[config.mk]
export PLATFORM = sky130hd
export DESIGN_NAME = sev_seg_scan_controller
export DESIGN_NICKNAME = d
export VERILOG_FILES = /design/src/rtl/sev_seg_pkg.sv /design/src/rtl/sev_seg_slot_timer.sv /design/src/rtl/sev_seg_scan_controller.sv
export SDC_FILE = /design/constraint.sdc
export NUM_CORES = 1
export LEC_CHECK = 0
export ABC_AREA = 1
export ABC_CLOCK_PERIOD_IN_PS = 3700
export CAP_MARGIN = 0
export CORE_UTILIZATION = 45
export DETAILED_ROUTE_END_ITERATION = 7
export PLACE_DENSITY = 0.78
export RECOVER_POWER = 50
export SLEW_MARGIN = 20
export SYNTH_ARGS = -nofsm -noshare
export SYNTH_HDL_FRONTEND = slang
export SYNTH_SLANG_ARGS = --single-unit
[constraint.sdc]
create_clock -name clk -period 3.7 [get_ports clk]
set_clock_uncertainty 0.05 [all_clocks]
set_input_delay 0.555 -clock clk [delete_from_list [all_inputs] [get_ports clk]]
set_output_delay 0.555 -clock clk [all_outputs]
set_load 0.01 [all_outputs]
[src/rtl/sev_seg_pkg.sv]
// Shared definitions for the seven-segment scan controller: digit count,
// FSM state encoding and the registered pin bundle with its idle patterns.
package sev_seg_pkg;

  localparam int unsigned NUM_DIGITS = 4;
  localparam int unsigned SEG_W      = 7;
  localparam int unsigned IDX_W      = 2;

  typedef enum logic [1:0] {
    IDLE  = 2'd0,
    BLANK = 2'd1,
    DRIVE = 2'd2
  } state_t;

  // Inactive pin patterns for each polarity
  localparam logic [SEG_W-1:0]      SEG_OFF_AL = 7'h7F;
  localparam logic [SEG_W-1:0]      SEG_OFF_AH = 7'h00;
  localparam logic [NUM_DIGITS-1:0] SEL_OFF_AL = 4'hF;
  localparam logic [NUM_DIGITS-1:0] SEL_OFF_AH = 4'h0;

  // Pin bundle held in the output register, in logical (1 = lit) sense
  // until converted by pins_apply.
  typedef struct packed {
    logic [SEG_W-1:0]      seg;
    logic                  dot;
    logic [NUM_DIGITS-1:0] sel;
  } pins_t;

  // All pins inactive for the given polarity
  function automatic pins_t pins_off(input bit active_low);
    pins_t p;
    p.seg = active_low ? SEG_OFF_AL : SEG_OFF_AH;
    p.dot = active_low;
    p.sel = active_low ? SEL_OFF_AL : SEL_OFF_AH;
    return p;
  endfunction

  // Convert a logical pin bundle to board polarity
  function automatic pins_t pins_apply(input bit active_low, input pins_t raw);
    pins_t p;
    p = active_low ? pins_t'(~raw) : raw;
    return p;
  endfunction

endpackage

[src/rtl/sev_seg_slot_timer.sv]
// Digit slot timer. Owns the slot counter cnt (0 .. CLK_DIV-1).
//   clk, rst  : clock, asynchronous active-high reset
//   clr       : hold the counter at zero (display disabled / not yet started)
//   slot_end  : cnt is at the last cycle of the slot
//   in_blank  : the count after the coming edge lies inside the blank window,
//               so the registered pins can be decided on the same edge
module sev_seg_slot_timer #(
  parameter int unsigned CLK_DIV      = 50000,
  parameter int unsigned BLANK_CYCLES = 500
) (
  input  logic clk,
  input  logic rst,
  input  logic clr,
  output logic slot_end,
  output logic in_blank
);

  localparam int unsigned CNT_W = (CLK_DIV > 2) ? $clog2(CLK_DIV) : 1;

  logic [CNT_W-1:0] cnt;
  logic [CNT_W-1:0] cnt_nxt;

  // Next count and lookahead blank flag
  always_comb begin
    slot_end = (cnt == CNT_W'(CLK_DIV - 1));
    cnt_nxt  = cnt + CNT_W'(1);
    if (clr || slot_end) begin
      cnt_nxt = '0;
    end
    in_blank = (cnt_nxt < CNT_W'(BLANK_CYCLES));
  end

  // Counter register
  always_ff @(posedge clk or posedge rst) begin
    if (rst) begin
      cnt <= '0;
    end else begin
      cnt <= cnt_nxt;
    end
  end

endmodule

[src/rtl/sev_seg_scan_controller.sv]
// Four-digit seven-segment scan controller. Drives one digit per slot with a
// leading blank gap; segment data is latched at each slot boundary.
//   clk, rst          : clock, asynchronous active-high reset
//   ctrl_en           : display enable
//   ctrl_digit_0..3   : segment patterns (bit 0 = a), 1 = lit
//   ctrl_dots         : decimal point per digit, 1 = lit
//   seg_out, dot_out  : segment / decimal-point pins (polarity per ACTIVE_LOW)
//   digit_sel         : one-hot digit enables (polarity per ACTIVE_LOW)
//   frame_done        : one-cycle pulse after the digit 3 slot ends
module sev_seg_scan_controller
  import sev_seg_pkg::*;
#(
  parameter int unsigned CLK_DIV      = 50000,
  parameter int unsigned BLANK_CYCLES = 500,
  parameter bit          ACTIVE_LOW   = 1'b1
) (
  input  logic       clk,
  input  logic       rst,
  input  logic       ctrl_en,
  input  logic [6:0] ctrl_digit_0,
  input  logic [6:0] ctrl_digit_1,
  input  logic [6:0] ctrl_digit_2,
  input  logic [6:0] ctrl_digit_3,
  input  logic [3:0] ctrl_dots,
  output logic [6:0] seg_out,
  output logic       dot_out,
  output logic [3:0] digit_sel,
  output logic       frame_done
);

  localparam pins_t PINS_OFF = pins_off(ACTIVE_LOW);

  state_t           state, state_nxt;
  logic [IDX_W-1:0] idx, idx_nxt;
  logic [SEG_W-1:0] lat_seg, lat_seg_nxt;
  logic             lat_dot, lat_dot_nxt;
  pins_t            pins_q, pins_nxt;
  logic             frame_done_nxt;
  logic             slot_end;
  logic             in_blank;
  logic             timer_clr;

  // The counter restarts from zero on the enabling edge
  assign timer_clr = !ctrl_en || (state == IDLE);

  sev_seg_slot_timer #(
    .CLK_DIV      (CLK_DIV),
    .BLANK_CYCLES (BLANK_CYCLES)
  ) u_slot_timer (
    .clk      (clk),
    .rst      (rst),
    .clr      (timer_clr),
    .slot_end (slot_end),
    .in_blank (in_blank)
  );

  // State, digit index, latches and next pin values
  always_comb begin
    logic load;
    pins_t raw;

    state_nxt      = state;
    idx_nxt        = idx;
    lat_seg_nxt    = lat_seg;
    lat_dot_nxt    = lat_dot;
    frame_done_nxt = 1'b0;
    pins_nxt       = PINS_OFF;
    load           = 1'b0;
    raw            = '0;

    if (!ctrl_en) begin
      // Disable wins over everything, including a slot end
      state_nxt = IDLE;
      idx_nxt   = '0;
    end else begin
      state_nxt = in_blank ? BLANK : DRIVE;
      if (state == IDLE) begin
        idx_nxt = '0;
        load    = 1'b1;
      end else if (slot_end) begin
        idx_nxt        = idx + IDX_W'(1);
        load           = 1'b1;
        frame_done_nxt = (idx == IDX_W'(NUM_DIGITS - 1));
      end
    end

    // Latch the new digit's data only at a slot boundary
    if (load) begin
      case (idx_nxt)
        2'd0:    lat_seg_nxt = ctrl_digit_0;
        2'd1:    lat_seg_nxt = ctrl_digit_1;
        2'd2:    lat_seg_nxt = ctrl_digit_2;
        default: lat_seg_nxt = ctrl_digit_3;
      endcase
      lat_dot_nxt = ctrl_dots[idx_nxt];
    end

    if (state_nxt == DRIVE) begin
      raw.seg  = lat_seg_nxt;
      raw.dot  = lat_dot_nxt;
      raw.sel  = NUM_DIGITS'(1) << idx_nxt;
      pins_nxt = pins_apply(ACTIVE_LOW, raw);
    end
  end

  // State and output registers
  always_ff @(posedge clk or posedge rst) begin
    if (rst) begin
      state      <= IDLE;
      idx        <= '0;
      lat_seg    <= '0;
      lat_dot    <= 1'b0;
      pins_q     <= PINS_OFF;
      frame_done <= 1'b0;
    end else begin
      state      <= state_nxt;
      idx        <= idx_nxt;
      lat_seg    <= lat_seg_nxt;
      lat_dot    <= lat_dot_nxt;
      pins_q     <= pins_nxt;
      frame_done <= frame_done_nxt;
    end
  end

  assign seg_out   = pins_q.seg;
  assign dot_out   = pins_q.dot;
  assign digit_sel = pins_q.sel;

endmodule

## Yosys cells after proc, flatten, opt, wreduce, memory -nomap -nowiden

Index checks and enable logic that the tools add are counted.

- Input bits: 35
- Logic and storage cells: 43
- Register bits after elaboration: 41

- Add/subtract/negate cells: 2
- Shift operators: 1
- Multiplexer cells: 18
- Equal/unequal tests: 5
- Reduce and logical (&&, ||, !) cells: 5
- Order comparisons: 2
- Bitwise operators: 1

Operator list:

| operator | number |
|---|---|
| 7-bit case mux with 3 select lines | 1 |
| 16-bit by 1-bit adder with 16-bit output, second input constant | 1 |
| 16-bit == test, second input constant | 1 |
| 16-bit by 9-bit less-than comparator with 1-bit output, second input constant | 1 |
| 16-bit two-way mux | 1 |
| 12-bit two-way mux | 1 |
| 12-bit inverter | 1 |
| 2-bit two-way mux | 5 |
| 1-bit two-way mux | 8 |
| 7-bit two-way mux | 1 |
| 2-bit == test, second input constant | 3 |
| 2-bit zero test | 2 |
| 1-bit by 2-bit left shift with 4-bit output, first input constant | 1 |
| 2-bit by 3-bit less-than comparator with 1-bit output, second input constant | 1 |
| 2-bit by 1-bit adder with 2-bit output, second input constant | 1 |
| 1-bit binary-select mux with 2-bit select | 1 |
| 2-bit by 1-bit == test with 1-bit output, second input constant | 1 |
| 1-bit logical OR | 2 |
| 1-bit zero test | 1 |

## Logic depth before layout (Yosys ltp)

- Depth after elaboration: 9
- Gate-level depth with buffers: 14

## Cells and area by module

Synthesis repeated with hierarchy kept, for this count alone.

- Cell total of the unflattened synthesis: 310
- Area, all modules: 2336.0 um^2

Modules (own cells, without submodules):

| module | instances | area each (um^2) | cells an instance |
|---|---|---|---|
| sev_seg_scan_controller | 1 | 1227.4 | 151 |
| sev_seg_slot_timer | 1 | 1108.6 | 159 |

## Worst setup path before layout

Ideal clock, no wire load.

- Path type: flip-flop to flip-flop
- Start: register u_slot_timer.cnt[0]
- End: register lat_dot
- Path slack: 1936 ps
- Stages on the path, launching flop included: 13
- Arrival: 1595 ps
- Library setup time: 119 ps
- Required time: 3531 ps
- Cell sequence: dfrtp_1 > ha_1 > nand3_2 > nor2_1 > nand3_2 > nand2_1 > nor2_1 > buf_6 > nand2_1 > nand2_1 > nand2_1 > nand3_1 > and2_1

- Cells in the longest elaborated chain, start to end: 7
- Elaborated cells between the ends (all ways): 10
- Those cells by class: 1 x eq/ne; 9 x mux

Ends and longest elaborated chain:

| item | line | source |
|---|---|---|
| start: declaration | sev_seg_slot_timer.sv:20 | `logic [CNT_W-1:0] cnt;` |
| start signal: assignment | sev_seg_slot_timer.sv:38 | `cnt <= cnt_nxt;` |
| 16-bit == test | sev_seg_slot_timer.sv:25 | `slot_end = (cnt == CNT_W'(CLK_DIV - 1));` |
| 2-bit two-way mux | sev_seg_scan_controller.sv:80 | `end else if (slot_end) begin` |
| 2-bit two-way mux | sev_seg_scan_controller.sv:77 | `if (state == IDLE) begin` |
| 2-bit two-way mux | sev_seg_scan_controller.sv:71 | `if (!ctrl_en) begin` |
| via idx_nxt[0] | sev_seg_scan_controller.sv:34 | `logic [IDX_W-1:0] idx, idx_nxt;` |
| 1-bit binary-select mux with 2-bit select | sev_seg_scan_controller.sv:95 | `lat_dot_nxt = ctrl_dots[idx_nxt];` |
| 1-bit two-way mux (implied by the code) | sev_seg_scan_controller.sv:95 |  |
| 1-bit two-way mux | sev_seg_scan_controller.sv:88 | `if (load) begin` |
| via lat_dot_nxt | sev_seg_scan_controller.sv:36 | `logic lat_dot, lat_dot_nxt;` |
| end signal: assignment | sev_seg_scan_controller.sv:119 | `lat_dot <= lat_dot_nxt;` |
| end: declaration | sev_seg_scan_controller.sv:36 |  |

The timed path passes the listed nets, and every way through them passes these cells. The select of a mux whose other input is x is not followed.

==> results by group <==
Status
  • Status: completed

Worst setup path
  • Crit Path Class: input pin to flip-flop
  • Worst EP arrival: 3.07 ns
  • Crit-path max FO: 14
  • Worst EP required: 3.86 ns
  • Critical Path Start Type: input pin
  • Setup crit end kind: flip-flop

Global route
  • GRT Overall Usage: 20.21%
  • GR Overflow Total: 0
  • Largest net degree at the start of global routing: 42
  • Initial antenna violation count: 0
  • Vias in the first global route: 1901
  • First-pass GRT wire length: 8.542 mm

Cells and area
  • Area Overhead vs Synth: 24.11%
  • Share of layout cells above drive strength 1: 13.02%
  • Fin util: 58.01%
  • ANT cells: 0
  • Net count reported at finish: 397
  • Post-Layout Cell Count: 431

Min path
  • Min-Delay Path Class: flip-flop to flip-flop

Placed design
  • Pre-CTS setup slack: 1.104 ns
  • Port-buffer cells: 47
  • DP Wirelength: 3.797 mm
  • Post-Place Cells: 423
  • GP Congestion: 0.8633

STA
  • Achievable Freq: 0.3438 GHz
  • Endpoints failing setup: 0
  • RSZ-0062 raised after global routing: no
  • Fin. Hold Viols: 0
  • Worst setup margin: 0.7910 ns
  • Max Slew Vio Count: 0
  • TNS Setup: 0 ns
  • Period utilisation layout: 78.62%
  • Max_slew headroom: 55.73%
  • Min Tclk post-route: 2.909 ns
  • Final hold slack: 0.4097 ns
  • Slew @ Worst Pin: 0.6616 ns

Floorplanning
  • Die area: 5600 µm²
  • Die Height: 74.84 µm
  • Core area: 5107 µm²
  • Ports: 48
  • Initial Util: 46.74%
  • Placement Rows: 26
  • Die width: 74.84 µm

Clock tree
  • Number of clock sinks: 41
  • CTS tree: yes
  • # resized after CTS: 0
  • Hold-fix buffers at CTS: 0
  • Clk_lat worst skew: 0.30 ns
  • CTS Buf Count: 5
  • CTS clk-pin slew, worst paths: 0.07 ns
  • CTS Root Cell: clkbuf_8
  • Setup bufs post-CTS: 0
  • H-tree levels: 2
  • Clock Path Buffers: 2

Routing
  • DRC: 0
  • Routed len/inst: 12.18 µm
  • Detail Route Antenna Nets: 0
  • DRT Pass-1 Iters: 4
  • Detailed Route WL: 5.251 mm
  • Via Count: 2091
  • Iter 0 DRT Violations: 120
  • Vias per Instance: 4.852

Synth
  • Synth Flop Type: dfrtp_1
  • Post-synthesis register bit count: 41
  • Post-synth EDFFs: 0
  • Top-area cell type share of the netlist area: 30.40%
  • Post-synthesis instance area: 2387 µm²
  • Largest area contributor in the netlist: dfrtp_1
  • Top cells by area, synth: dfrtp_1 (30%), nand2_1 (14%), dfstp_2 (13%)
  • Avg Synthesized Cell Area: 7.603 µm²
  • Netlist cell types: 31
  • Number of standard cells after synthesis: 314
  • Synth async-reset ratio: 100.0%
  • Count leader, synth: nand2_1
  • Synth top cells by count: nand2_1 (90), nor2_1 (39), inv_1 (36)
  • Post-synthesis sequential area ratio: 43.61%
  • Syn nets: 351
  • Synth warn: 0

Power and ir drop
  • Leakage power: 1.369 nW
  • P per Cell Area: 312.4 nW/µm²
  • VDD IR max: 0.0002050 V

Job
  • Max cap viols: 0
[power breakdown]
group / leakage [nW] / internal, W / switching, W
Combinational: 0.796 / 0.0000460 / 0.0000391
Clock: 0.0585 / 0.000220 / 0.000155
Sequential: 0.514 / 0.000461 / 0.00000434
Total: 1.37 / 0.000727 / 0.000199
[sequential cells by signal, indices dropped and copies added, names as in the netlist]
| name | count |
|---|---|
| digit_sel | 4 |
| idx | 2 |
| frame_done | 1 |
| seg_out | 7 |
| state | 2 |
| lat_seg | 7 |
| lat_dot | 1 |
| dot_out | 1 |
| u_slot_timer.cnt | 16 |
[through the flow]
stage                     area (µm²)  power (W)
after floorplan                 2387  0.0005147
after global placement          2861  0.0005585
after detailed placement        2861  0.0005609
after CTS                       2978  0.0009376
after global routing            2963  0.0009622
final                           2963  0.0009255
[final cells by class]
cell class | count | area (µm²)
well taps | 70 | 87.58
repair buffers | 48 | 478.0
clock buffers | 7 | 86.33
inverters | 40 | 150.1
flip-flops and latches | 41 | 1041
multi-input cells | 224 | 1090
fillers | 477 | 2145
clock inverters | 1 | 30.03
[cells by family after synthesis]
kind of cell	after synthesis	synth area share (%)
AO/OA/AOI/OAI	21	5.188
AND/OR/NAND/NOR	199	39.31
buffers and inverters	49	10.12
flip-flops	41	43.61
adder cells (fa/ha/maj)	2	1.048
XOR/XNOR	2	0.7339
[cell usage in the layout, fill, tap and decap left out, types with 2 or more instances in the layout]
master and count:
nor2_2 7, o21ai_0 3, nand2_2 7, clkdlybuf4s50_1 45
nand3_1 33, dfrtp_1 29, nor2_4 2, a21oi_1 10
nand3_2 4, o21bai_1 6, nand4_1 5, nand2_1 91
dlygate4sd3_1 2, inv_1 36, nand3_4 2, clkbuf_8 6
dfstp_2 12, inv_2 3, nor3_1 4, ha_1 2
nor2_1 40
[worst paths after layout]
check | endpoint | slack [ns] | cells after the start | startpoint
setup / recovery | digit_sel[0] | 0.79 | 10 | ctrl_en
hold / removal | u_slot_timer.cnt[0] | 0.41 | 1 | u_slot_timer.cnt[0]
setup reg to reg | digit_sel[0] | 1.20 | 11 | u_slot_timer.cnt[0]
hold reg to reg | u_slot_timer.cnt[0] | 0.41 | 1 | u_slot_timer.cnt[0]
max in group asynchronous | digit_sel[0] | 2.46 | 3 | rst
min in group asynchronous | u_slot_timer.cnt[15] | 0.76 | 3 | rst
[critical path, cell delays in order]
cell and delay [ns]:
dlygate4sd3_1 0.56, inv_1 0.08, nor2_1 0.47, nand2_1 0.48, inv_2 0.22, o21ai_1 0.08
nor2_1 0.16, nor2_2 0.07, nand3_2 0.24, nand3_1 0.13
[layer usage]
layer | vias to the layer above | GRT usage (%) | share of wire [%]
met1 | 956 | 28.18 | 47
met5 | - | 0 | 0
met3 | 7 | 3.481 | 4.2
li1 | 1072 | - | -
met2 | 56 | 31.33 | 47
met4 | 0 | 7.966 | 1.7
Note: power is estimated with default switching activity, not from simulation.
